--- src/rtl/noc_pkg.sv ---
// Shared ring-NoC types: flit format, destination extraction and the host VC index.
package noc_pkg;
  localparam int PACKET_SIZE = 8;
  localparam int ROUTER_BITS = 2;
  localparam int NUM_VC      = 4;
  localparam int HOST_VC     = NUM_VC - 1;

  typedef logic [PACKET_SIZE-1:0] flit_t;

  function automatic logic [ROUTER_BITS-1:0] dest_of(input flit_t f);
    return f[ROUTER_BITS-1:0];
  endfunction
endpackage

--- src/rtl/rr_arbiter.sv ---
// Round-robin arbiter: combinational one-hot grant starting at the pointer, pointer moves past the winner.
// Zero-latency grant; en low suppresses every grant and freezes the pointer.
module rr_arbiter #(
  parameter  int NUM_REQ = 4,
  localparam int PTR_W   = $clog2(NUM_REQ)
) (
  input  logic               clk,
  input  logic               rst,
  input  logic               en,
  input  logic [NUM_REQ-1:0] req,
  output logic [NUM_REQ-1:0] grant,
  output logic               grant_valid,
  output logic [PTR_W-1:0]   grant_idx
);
  logic [PTR_W-1:0] ptr;
  logic [PTR_W-1:0] cand;

  always_comb begin
    grant       = '0;
    grant_valid = 1'b0;
    grant_idx   = '0;
    cand        = '0;
    for (int i = 0; i < NUM_REQ; i++) begin
      cand = PTR_W'((int'(ptr) + i) % NUM_REQ);
      if (en && !grant_valid && req[cand]) begin
        grant_valid = 1'b1;
        grant[cand] = 1'b1;
        grant_idx   = cand;
      end
    end
  end

  always_ff @(posedge clk) begin
    if (rst) begin
      ptr <= '0;
    end else if (grant_valid) begin
      ptr <= (int'(grant_idx) == NUM_REQ - 1) ? '0 : grant_idx + PTR_W'(1);
    end
  end
endmodule

--- src/rtl/ring_vc_scheduler.sv ---
// One direction of a ring router output: VC slot allocation, forward/eject round-robin, credit flow control.
// Input-to-output latency 2 cycles; forwarding stalls at zero downstream credits, host stalls while its VC is busy.
module ring_vc_scheduler #(
  parameter int ROUTER_ID   = 0,
  parameter int PACKET_SIZE = noc_pkg::PACKET_SIZE,
  parameter int ROUTER_BITS = noc_pkg::ROUTER_BITS,
  parameter int NUM_VC      = noc_pkg::NUM_VC,
  parameter int NUM_CREDITS = 2
) (
  input  logic                         clk,
  input  logic                         rst,
  input  logic [PACKET_SIZE-1:0]       link_data_in,
  input  logic                         link_valid_in,
  output logic                         credit_out,
  input  logic [PACKET_SIZE-1:0]       host_data_in,
  input  logic                         host_valid_in,
  output logic                         host_ready,
  output logic [PACKET_SIZE-1:0]       link_data_out,
  output logic                         link_valid_out,
  input  logic                         credit_in,
  output logic [PACKET_SIZE-1:0]       eject_data,
  output logic                         eject_valid,
  output logic [$clog2(NUM_VC+1)-1:0]  occupancy,
  output logic                         overflow_err
);
  localparam int HOST   = NUM_VC - 1;
  localparam int NLINK  = NUM_VC - 1;
  localparam int VC_W   = $clog2(NUM_VC);
  localparam int OCC_W  = $clog2(NUM_VC + 1);
  localparam int CNT_W  = $clog2(NUM_CREDITS + 1);
  localparam int PEND_W = $clog2(NUM_VC + 1);

  logic [NUM_VC-1:0]      valid, valid_n;
  logic [PACKET_SIZE-1:0] slot [NUM_VC];
  logic [NUM_VC-1:0]      fwd_req, ej_req, fwd_gnt, ej_gnt, freed;
  logic                   fwd_gv, ej_gv;
  logic [VC_W-1:0]        fwd_idx, ej_idx, link_vc;
  logic                   link_free, link_wr, host_wr;
  logic [CNT_W-1:0]       credit_cnt;
  logic [PEND_W-1:0]      credit_pend, freed_cnt, pend_total;
  logic [OCC_W-1:0]       occ_n;

  assign host_ready = !valid[HOST];
  assign host_wr    = host_valid_in && host_ready;

  always_comb begin
    fwd_req = '0;
    ej_req  = '0;
    for (int i = 0; i < NUM_VC; i++) begin
      if (slot[i][ROUTER_BITS-1:0] == ROUTER_BITS'(ROUTER_ID)) ej_req[i] = valid[i];
      else                                                      fwd_req[i] = valid[i];
    end
  end

  rr_arbiter #(.NUM_REQ(NUM_VC)) u_fwd_arb (
    .clk(clk), .rst(rst), .en(credit_cnt != '0), .req(fwd_req),
    .grant(fwd_gnt), .grant_valid(fwd_gv), .grant_idx(fwd_idx)
  );

  rr_arbiter #(.NUM_REQ(NUM_VC)) u_ej_arb (
    .clk(clk), .rst(rst), .en(1'b1), .req(ej_req),
    .grant(ej_gnt), .grant_valid(ej_gv), .grant_idx(ej_idx)
  );

  // Free slots are judged on pre-edge valid bits, so a slot granted this cycle is not refilled until the next.
  always_comb begin
    link_free = 1'b0;
    link_vc   = '0;
    for (int i = 0; i < NLINK; i++) begin
      if (!link_free && !valid[i]) begin
        link_free = 1'b1;
        link_vc   = VC_W'(i);
      end
    end
  end
  assign link_wr = link_valid_in && link_free;

  always_comb begin
    freed     = fwd_gnt | ej_gnt;
    valid_n   = valid & ~freed;
    if (link_wr) valid_n[link_vc] = 1'b1;
    if (host_wr) valid_n[HOST] = 1'b1;
    freed_cnt = '0;
    for (int i = 0; i < NLINK; i++) freed_cnt = freed_cnt + PEND_W'(freed[i]);
    pend_total = credit_pend + freed_cnt;
    occ_n = '0;
    for (int i = 0; i < NUM_VC; i++) occ_n = occ_n + OCC_W'(valid_n[i]);
  end

  always_ff @(posedge clk) begin
    if (link_wr) slot[link_vc] <= link_data_in;
    if (host_wr) slot[HOST] <= host_data_in;
  end

  always_ff @(posedge clk) begin
    if (rst) begin
      valid          <= '0;
      link_data_out  <= '0;
      link_valid_out <= 1'b0;
      eject_data     <= '0;
      eject_valid    <= 1'b0;
      credit_out     <= 1'b0;
      credit_pend    <= '0;
      credit_cnt     <= CNT_W'(NUM_CREDITS);
      occupancy      <= '0;
      overflow_err   <= 1'b0;
    end else begin
      valid          <= valid_n;
      link_valid_out <= fwd_gv;
      eject_valid    <= ej_gv;
      if (fwd_gv) link_data_out <= slot[fwd_idx];
      if (ej_gv)  eject_data    <= slot[ej_idx];
      // Two link VCs freed together spill one credit return into the following cycle.
      credit_out  <= (pend_total != '0);
      credit_pend <= (pend_total != '0) ? pend_total - PEND_W'(1) : '0;
      if (fwd_gv && !credit_in) begin
        credit_cnt <= credit_cnt - CNT_W'(1);
      end else if (credit_in && !fwd_gv && credit_cnt < CNT_W'(NUM_CREDITS)) begin
        credit_cnt <= credit_cnt + CNT_W'(1);
      end
      occupancy    <= occ_n;
      overflow_err <= overflow_err | (link_valid_in & ~link_free);
    end
  end
endmodule

--- config.mk ---
export PLATFORM = sky130hd
export DESIGN_NAME = ring_vc_scheduler
export DESIGN_NICKNAME = d
export VERILOG_FILES = /design/src/rtl/noc_pkg.sv /design/src/rtl/rr_arbiter.sv /design/src/rtl/ring_vc_scheduler.sv
export SDC_FILE = /design/constraint.sdc
export NUM_CORES = 1
export LEC_CHECK = 0
export CAP_MARGIN = 20
export CORE_UTILIZATION = 57
export DETAILED_ROUTE_END_ITERATION = 8
export HOLD_SLACK_MARGIN = 0.03
export PLACE_DENSITY_LB_ADDON = 0.05
export SLEW_MARGIN = 10
export SYNTH_ARGS = -nofsm -noshare
export SYNTH_HDL_FRONTEND = slang
export SYNTH_SLANG_ARGS = --single-unit
--- constraint.sdc ---
create_clock -name clk -period 6.5 [get_ports clk]
set_input_delay 1.3 -clock clk [delete_from_list [all_inputs] [get_ports clk]]
set_output_delay 1.3 -clock clk [all_outputs]
set_load 0.005 [all_outputs]
==> impl_results.md, run 1 <==
- Run status: complete, no violations
- Setup Viol. Count Final: 0
- Finished Cell Area: 4940 µm²
- Placeable core region: 7250 µm²
- Share of async-settable or async-resettable flops after synthesis: 0%
- Die Span X: 88.5 µm
- Syn Std Cell Area: 4260 µm²
- Area growth syn-to-layout: 15.8%
- Critical path fanouts, max: 34
- All-layer global routing usage: 29.2%
- Worst skew pair latency: 0.35 ns
- Required time reported for the critical path endpoint: 6.75 ns
- Hold wc startpoint: eject_data[0]
- Dominant cell type by count on the critical path: sky130_fd_sc_hd__ha_1
- Count of fill cells added during filler insertion: 605
- Setup bufs post-CTS: 0
- Most common cell after layout, fill and taps aside: sky130_fd_sc_hd__nand2_1
- Rel. slew slack: 31.9%
- Hpwl dp: 7710 µm
- Time the worst path needs with I/O delays and setup: 5.16 ns
- Share of cells above drive strength 1: 12.5%
- Global route total overflow: 0
- Number of antenna violations at the first check in global routing: 0
- Buffers added on ports: 44
- Share of Yosys cell area claimed by the top area cell type: 22.5%
- Sequence of cells on the critical path: buf_4 -> inv_1 -> ha_1 -> o211a_1 -> a32oi_1 -> o22ai_1 -> a221o_1 -> nor4b_2 -> inv_1 -> fa_1 -> ha_1 -> fa_1 -> inv_1 -> ha_1 -> ha_1 -> nor3_1
- Count of max-cap constraint violations: 0
- Number of diodes: 0
- Delay of the slowest cell on the worst path: 0.54 ns
- Nature of the critical path endpoint: register
- Routed WL per cell: 18.7 µm
- Transition at the pin with the smallest max-transition slack: 1.02 ns
- Violation count after the first detailed-route iteration: 491
- Maximum number of pins on one net before global-route repair: 35
- Number of gates given a new drive strength after cts: 0
- Critical path class: reg -> reg
- Clock sink count: 68
- Arr. time, crit path: 5.41 ns
- Synthesized net count: 472
- Total number of vias: 3641
- Global placement routability congestion: 0.946
- Number of clock buffers inserted by TritonCTS: 9
- Leakage power: 1.88 nW
- Cell type contributing the most total cell area after synthesis: sky130_fd_sc_hd__edfxtp_1
- Clk root buf: sky130_fd_sc_hd__clkbuf_8
- Clk slew on worst S/H paths: 0.09 ns
- Average cell area after synthesis: 9.84 µm²
- Most area-consuming cells after synthesis: sky130_fd_sc_hd__edfxtp_1, sky130_fd_sc_hd__dfxtp_1, sky130_fd_sc_hd__nand2_1
- Die height: 88.5 µm
- Die Outline Area: 7830 µm²
- Prevailing post-synth register cell: sky130_fd_sc_hd__dfxtp_1
- Row count: 31
- Total Wirelength: 10700 µm
- Number of warning messages in the yosys log: 0
- Setup slack on the worst flop-to-flop path: 1.34 ns
- DRC Markers: 0
- Startpoint Class: register
- Max-slew violations: 0
- Effective utilization at floorplan: 58.8%
- Max Clock Skew: 0.0107 ns
- Number of global-route vias before repair: 3213
- Instance count of the mapped netlist: 433
- Worst min path class: reg -> reg
- Most frequent cells in the layout: sky130_fd_sc_hd__nand2_1, sky130_fd_sc_hd__clkdlybuf4s50_1, sky130_fd_sc_hd__dfxtp_1
- Summed negative setup slack over all endpoints: 0 ns
- Cell Pwr Density: 331 nW/µm²
- Synth Register Bits: 68
- Maximum operating frequency: 194 MHz
- Number of enable-type register cells in the synthesized netlist: 32
- H-tree depth reported by CTS: 3
- Sequential element share of the synthesized area: 39.4%
- Net count of the finished layout: 507
- Wire length of the first global-routing pass: 16900 µm
- Hold Vio Cnt, Final: 0
- Cell with the biggest individual delay on the critical path: sky130_fd_sc_hd__ha_1
- Distinct cell type count after synthesis: 68
- Max clock buf depth: 2
- Number of top-level design ports: 45
- Clock tree from TritonCTS: done
- Mean number of vias per cell: 6.37
- Post-detailed-route count of antenna-violating nets: 0
- Post-detailed-placement cell area: 4730 µm²
- Number of detailed-routing iterations run before antenna repair: 5
- Final worst-path cycle share: 79.3%
- RSZ-0062 raised after global routing: no
- Worst supply voltage drop on vdd: 0.194 mV
- Cts-stage hold buffer count: 0
[worst paths after layout]
check / to / cells past startpoint
worst min-delay path: eject_data[0] / 1
worst max-delay path: credit_pend[2] / 16
worst min register to register: eject_data[0] / 1
worst max register to register: credit_pend[2] / 16
[report_power, final]
part,total (W),switching [W],internal [W]
registers,0.000569,0.0000554,0.000514
logic,0.000685,0.000375,0.000310
clock network,0.000380,0.000179,0.000202
[worst max-delay path, delay by kind of cell (launching register included)]
kind	cells	cell delay, ns
AOI/OAI and AO/OA	4	1.26
and+or+nand+nor	2	0.51
DFF	1	0.32
buffers and inverters	4	0.83
adders and majority gates	6	2.13
[sequential cells by signal, summed over array words and instances (netlist names), named ones only]
name and cells:
link_data_out 8, link_valid_out 1, occupancy 3, eject_data 8, slot 32, u_fwd_arb.ptr 1
u_ej_arb.ptr 1, valid 4, credit_out 1, credit_cnt 2, credit_pend 3, overflow_err 1
eject_valid 1
[cell type report]
type                    count  area (µm²)  share of cell area (%)
well taps                  99         124                    2.51
clock inverters             5        57.6                    1.17
multi-input cells         330        2410                    48.7
inverters                  10        37.5                   0.760
clock buffers              11         153                    3.09
flip-flops and latches     68        1680                    34.1
repair buffers             49         478                    9.68
[cell usage after synthesis, drive strengths merged, types with 2 or more instances]
cell,n
nand3,9
o21bai,2
o21a,4
a32oi,2
a31oi,4
o211a,3
mux2i,24
nor3b,5
a21oi,17
or2,4
xnor2,2
o221a,9
nor2b,13
clkbuf,11
buf,14
dfxtp,36
o211ai,13
inv,9
nor4b,3
a41oi,2
o221ai,14
or3b,4
a21o,3
a22oi,4
nor2,27
mux2,8
and3,3
mux4,7
a221oi,2
ha,15
o21ai,19
and2,2
or3,4
nor3,8
nand2,65
nor4,4
nand4,4
a221o,2
edfxtp,32
o22ai,2
fa,3
[through the flow]
step	setup slack [ns]	hold slack (ns)	utilization, %	power [W]	instances
4_1_cts	1.40	0.468	68.1	0.00163	572
2_1_floorplan	1.98	0.455	-	0.00106	433
6_report	1.34	0.461	68.1	0.00163	572
5_1_grt	0.979	0.493	68.1	0.00173	572
3_3_place_gp	1.54	0.443	65.2	0.00124	556
3_5_place_dp	1.44	0.444	65.2	0.00125	556
[cells by family (layout without fill, tap and decap cells)]
logic type	Yosys count	after routing	share of synthesized area, %
AO/OA/AOI/OAI	113	113	20.4
adder cells (fa/ha/maj)	18	18	5.81
AND/OR/NAND/NOR	157	157	18.2
multiplexers	39	39	11.4
XOR/XNOR	3	3	0.616
buffers and inverters	35	75	4.11
flip-flops	68	68	39.4
[per-layer routing]
layer  wire, µm  GRT usage [%]
met5          0              0
met4        146           8.65
met3        897           6.16
met2       4540           42.0
met1       5120           43.9
(Power assumes the default switching activity.)
==> run 2: changes to the inputs <==
==> constraint.sdc (replaced) <==
create_clock -name clk -period 5 [get_ports clk]
set_input_delay 1 -clock clk [delete_from_list [all_inputs] [get_ports clk]]
set_output_delay 1 -clock clk [all_outputs]
set_load 0.005 [all_outputs]
==> impl_results.md, run 2 (synthesized netlist as in run 1, its figures left out) <==
- Run status: complete, no violations
- Setup slack on the worst flop-to-flop path: 0.52 ns
- Hold wc startpoint: eject_data[0]
- DRC Markers: 0
- Max Clock Skew: 0.0172 ns
- Arr. time, crit path: 4.74 ns
- End point of the most critical hold path: eject_data[0]
- Setup bufs post-CTS: 0
- Transition at the pin with the smallest max-transition slack: 0.999 ns
- Clock group share of total power: 22.7%
- Number of gates given a new drive strength after cts: 0
- Detailed-routed wire length on met3: 999 µm
- Maximum operating frequency: 223 MHz
- Internal Dissipation: 0.00132 W
- Placeable core region: 7250 µm²
- Placed insts: 562
- Switching Fraction: 38.2%
- Setup Viol. Count Final: 0
- Sequential cell area: 1680 µm²
- Number of global-route vias before repair: 3266
- Effective utilization at floorplan: 58.8%
- Final worst-path cycle share: 89.6%
- Number of detailed-routing iterations run before antenna repair: 5
- Most common cell after layout, fill and taps aside: sky130_fd_sc_hd__nand2_1
- All-layer global routing usage: 28.9%
- Cells on worst reg2reg path: 15
- Total Wirelength: 10900 µm
- Buffers & Inverters on Critical Path: 3
- Time the worst path needs with I/O delays and setup: 4.48 ns
- Wire length the detailed router placed on met1: 4920 µm
- Number of clock buffers inserted by TritonCTS: 9
- Routed WL per cell: 18.9 µm
- Worst-case hold slack: 0.466 ns
- RSZ-0062 raised after global routing: no
- Top Metal Used: met4
- Area growth syn-to-layout: 16.8%
- Hold Vio Cnt, Final: 0
- Clock tree from TritonCTS: done
- Die height: 88.5 µm
- Maximum number of pins on one net before global-route repair: 34
- Count of max-cap constraint violations: 0
- Overall power consumption: 0.00213 W
- Number of diodes: 0
- Mean number of vias per cell: 6.38
- Leakage power: 1.91 nW
- Clk root buf: sky130_fd_sc_hd__clkbuf_8
- Die Span X: 88.5 µm
- Number of antenna violations at the first check in global routing: 0
- Critical path fanouts, max: 13
- RR Startpoint: u_fwd_arb.ptr[1]
- Sequence of cells on the critical path: inv_1 -> ha_1 -> nor2b_1 -> a32oi_1 -> o22ai_1 -> a221o_1 -> nor4b_2 -> inv_1 -> fa_1 -> ha_1 -> fa_1 -> inv_1 -> ha_1 -> ha_1 -> nor3_1
- Worst skew pair latency: 0.35 ns
- Post-detailed-route count of antenna-violating nets: 0
- Cell Pwr Density: 428 nW/µm²
- Total number of vias: 3690
- Worst Setup Slack post-DPL: 0.586 ns
- Die Outline Area: 7830 µm²
- Global placement routability congestion: 0.949
- Count of fill cells added during filler insertion: 596
- Critical path class: reg -> reg
- Kind of cell adding the most delay to the critical path: adder cells
- Summed negative setup slack over all endpoints: 0 ns
- Psw: 0.000815 W
- Violation count after the first detailed-route iteration: 470
- Worst R2R End: credit_pend[2]
- Total area of multi-input combinational cells: 2410 µm²
- H-tree depth reported by CTS: 3
- Worst supply voltage drop on vdd: 0.242 mV
- Most frequent cells in the layout: sky130_fd_sc_hd__nand2_1, sky130_fd_sc_hd__clkdlybuf4s50_1, sky130_fd_sc_hd__dfxtp_1
- Dominant cell type by count on the critical path: sky130_fd_sc_hd__ha_1
- Final setup margin: 0.518 ns
- Registers with the most flip-flops: slot x32, eject_data x8, link_data_out x8
- Flip-flop count of the largest register, all copies and words added: 32
- Worst min path class: reg -> reg
- Count of non-filler cells in the finished layout: 578
- Worst hold stages: 1
- Cts-stage hold buffer count: 0
- Required time reported for the critical path endpoint: 5.26 ns
- Delay of the slowest cell on the worst path: 0.59 ns
- Clock sink count: 68
- Met2 wirelength from detailed routing: 4830 µm
- Rel. slew slack: 32.8%
- Cell with the biggest individual delay on the critical path: sky130_fd_sc_hd__ha_1
- Global route total overflow: 0
- Share of cells above drive strength 1: 13.8%
- Max-slew violations: 0
- Row count: 31
- Hpwl dp: 7790 µm
- Top reg by flops: slot
- Max clock buf depth: 2
- Nature of the critical path endpoint: register
- Clk slew on worst S/H paths: 0.08 ns
- Part of the power in combinational logic: 42.9%
- Number of top-level design ports: 45
- Sequential fraction of design power: 34.4%
- Wire length of the first global-routing pass: 16800 µm
- Buffers added on ports: 44
- Net count of the finished layout: 513
- Startpoint Class: register
-- run 2: cell count changes in the layout (fill, tap and decap cells not counted), sizes merged --
cell    delta
inv        +1
clkinv     +1
clkbuf     -2
buf        +6
-- run 2: per-stage QoR --
stage	util, %	cell area (µm²)
after floorplan	-	4260
after global placement	65.8	4770
after detailed placement	65.8	4770
after CTS	68.7	4980
after global routing	68.7	4980
final	68.7	4980
-- run 2: cell type report --
| cell class | instances | area share, % |
|---|---|---|
| Tap cell | 99 | 2.49 |
| Multi-Input combinational cell | 330 | 48.3 |
| Timing Repair Buffer | 55 | 10.5 |
| Sequential cell | 68 | 33.8 |
| Inverter | 10 | 0.754 |
| Clock buffer | 9 | 2.49 |
| Clock inverter | 7 | 1.68 |
-- run 2: worst max path at each step --
stage	start	end	slack [ns]	cells past startpoint
2_1_floorplan	register	credit_pend[2]	0.48	18
3_3_place_gp	u_fwd_arb.ptr[1]	credit_pend[2]	0.77	15
3_5_place_dp	u_fwd_arb.ptr[1]	credit_pend[2]	0.59	15
4_1_cts	u_fwd_arb.ptr[1]	credit_pend[2]	0.54	15
5_1_grt	u_fwd_arb.ptr[1]	credit_pend[2]	0.20	15
6_report	u_fwd_arb.ptr[1]	credit_pend[2]	0.52	15
-- run 2: power groups by stage --
stage | Clock [W] | Combinational, W | Sequential [W]
finish | 0.000484 | 0.000914 | 0.000733
global route | 0.000508 | 0.00101 | 0.000742
CTS | 0.000489 | 0.000905 | 0.000731
floorplan | 0 | 0.000651 | 0.000729
global placement | 0 | 0.000885 | 0.000741
detailed placement | 0 | 0.000898 | 0.000743
-- run 2: layer usage --
layer	vias to the layer above	global-route usage [%]
li1	1733	-
met1	1742	41.7
met2	190	41.9
met3	25	7.65
met4	0	9.82
met5	-	0
==> run 3: changes to the inputs <==
==> constraint.sdc (replaced) <==
create_clock -name clk -period 4.7 [get_ports clk]
set_input_delay 0.94 -clock clk [delete_from_list [all_inputs] [get_ports clk]]
set_output_delay 0.94 -clock clk [all_outputs]
set_load 0.005 [all_outputs]
==> impl_results.md, run 3 (synthesized netlist as in run 1, its figures left out) <==
- RR Startpoint: u_ej_arb.ptr[1]
- Sequence of cells on the critical path: inv_1 -> ha_1 -> mux4_2 -> nor2_1 -> a221o_1 -> nor4b_2 -> inv_1 -> fa_1 -> ha_1 -> fa_1 -> inv_1 -> ha_1 -> ha_1 -> nor3_1
- Time the worst path needs with I/O delays and setup: 4.34 ns
- Share of cells above drive strength 1: 14.0%
- Maximum number of pins on one net before global-route repair: 34
- Mean number of vias per cell: 6.38
- Number of clock buffers inserted by TritonCTS: 9
- Cell with the biggest individual delay on the critical path: sky130_fd_sc_hd__mux4_2
- Clk slew on worst S/H paths: 0.09 ns
- Die Outline Area: 7830 µm²
- Buffers & Inverters on Critical Path: 3
- Buffers added on ports: 44
- Internal Dissipation: 0.00141 W
- Final worst-path cycle share: 92.3%
- Worst Setup Slack post-DPL: 0.403 ns
- Number of detailed-routing iterations run before antenna repair: 7
- Part of the power in combinational logic: 43.1%
- Critical path class: reg -> reg
- Max clock buf depth: 2
- Switching Fraction: 38.4%
- Summed negative setup slack over all endpoints: 0 ns
- Hpwl dp: 7650 µm
- Worst R2R End: credit_pend[2]
- Kind of cell adding the most delay to the critical path: adder cells
- Transition at the pin with the smallest max-transition slack: 0.948 ns
- Placeable core region: 7250 µm²
- Max-slew violations: 0
- Cells on worst reg2reg path: 14
- Startpoint Class: register
- Wire length of the first global-routing pass: 16900 µm
- Flip-flop count of the largest register, all copies and words added: 32
- Setup bufs post-CTS: 0
- Number of antenna violations at the first check in global routing: 0
- Total Wirelength: 10800 µm
- Psw: 0.000878 W
- Max Clock Skew: 0.0165 ns
- Post-detailed-route count of antenna-violating nets: 0
- Effective utilization at floorplan: 58.8%
- Leakage power: 1.92 nW
- Rel. slew slack: 36.2%
- Global placement routability congestion: 0.951
- Delay of the slowest cell on the worst path: 0.49 ns
- Clock group share of total power: 22.8%
- Die height: 88.5 µm
- Die Span X: 88.5 µm
- Global route total overflow: 0
- Setup slack on the worst flop-to-flop path: 0.36 ns
- Dominant cell type by count on the critical path: sky130_fd_sc_hd__ha_1
- Setup Viol. Count Final: 0
- Clock tree from TritonCTS: done
- Maximum operating frequency: 230 MHz
- End point of the most critical hold path: eject_data[0]
- Critical path fanouts, max: 8
- Worst supply voltage drop on vdd: 0.320 mV
- Top reg by flops: slot
- Registers with the most flip-flops: slot x32, eject_data x8, link_data_out x8
- Number of gates given a new drive strength after cts: 0
- Sequential fraction of design power: 34.1%
- Routed WL per cell: 18.7 µm
- Total number of vias: 3694
- Clock sink count: 68
- Number of top-level design ports: 45
- Hold Vio Cnt, Final: 0
- H-tree depth reported by CTS: 3
- Cell Pwr Density: 459 nW/µm²
- Final setup margin: 0.361 ns
- Required time reported for the critical path endpoint: 4.99 ns
- Number of global-route vias before repair: 3128
- Row count: 31
- Clk root buf: sky130_fd_sc_hd__clkbuf_8
- Worst min path class: reg -> reg
- Area growth syn-to-layout: 17.0%
- Most common cell after layout, fill and taps aside: sky130_fd_sc_hd__nand2_1
- Worst skew pair latency: 0.36 ns
- Hold wc startpoint: eject_data[0]
- Arr. time, crit path: 4.63 ns
- Most frequent cells in the layout: sky130_fd_sc_hd__nand2_1, sky130_fd_sc_hd__clkdlybuf4s50_1, sky130_fd_sc_hd__dfxtp_1
- Run status: complete, no violations
- Number of diodes: 0
- Count of max-cap constraint violations: 0
- Violation count after the first detailed-route iteration: 449
- Cts-stage hold buffer count: 0
- Nature of the critical path endpoint: register
- All-layer global routing usage: 29.2%
- Net count of the finished layout: 514
- Worst hold stages: 1
- DRC Markers: 0
- RSZ-0062 raised after global routing: no
-- run 3: cell types whose count changed in the layout (fill, tap and decap cells not counted), sizes merged --
cell	delta
buf	+1
-- run 3: through the flow --
step                utilization, %  power [W]  hold slack (ns)  cells  cell area, µm²
floorplan                        -    0.00147            0.455    433            4260
detailed placement            65.9    0.00176            0.443    563            4780
global placement              65.9    0.00173            0.441    563            4780
global route                  68.8    0.00242            0.479    579            4990
finish                        68.8    0.00229            0.464    579            4990
CTS                           68.8    0.00228            0.468    579            4990
-- run 3: routing by layer --
metal,wire length (µm),global-route usage [%],share of wire (%),up-vias
li1,-,-,-,1726
met1,5050,43.5,47,1764
met2,4720,41.7,44,186
met3,844,5.97,7.8,18
met4,222,10.7,2.0,0
met5,0,0,0,-
-- run 3: layout make-up --
class | count | area, µm²
Sequential cell | 68 | 1680
Timing Repair Buffer | 56 | 531
Fill cell | 585 | 2270
Clock buffer | 9 | 124
Tap cell | 99 | 124
Inverter | 10 | 37.5
Multi-Input combinational cell | 330 | 2410
Clock inverter | 7 | 83.8
-- run 3: power groups by stage --
stage                     sequential [W]  clock, W  combinational, W
after global routing            0.000791  0.000550           0.00108
after detailed placement        0.000791         0          0.000966
after CTS                       0.000777  0.000527          0.000974
after floorplan                 0.000776         0          0.000692
after global placement          0.000786         0          0.000942
final                           0.000780  0.000522          0.000985
-- run 3: how the worst max path moves through the flow --
stage | depth (start not counted) | to | slack, ns | startpoint
after global routing | 14 | credit_pend[2] | 0.14 | u_ej_arb.ptr[1]
final | 14 | credit_pend[2] | 0.36 | u_ej_arb.ptr[1]
after floorplan | 18 | credit_pend[2] | 0.18 | register
after CTS | 14 | credit_pend[2] | 0.37 | u_ej_arb.ptr[1]
after global placement | 14 | credit_pend[2] | 0.55 | u_ej_arb.ptr[1]
after detailed placement | 14 | credit_pend[2] | 0.40 | u_ej_arb.ptr[1]
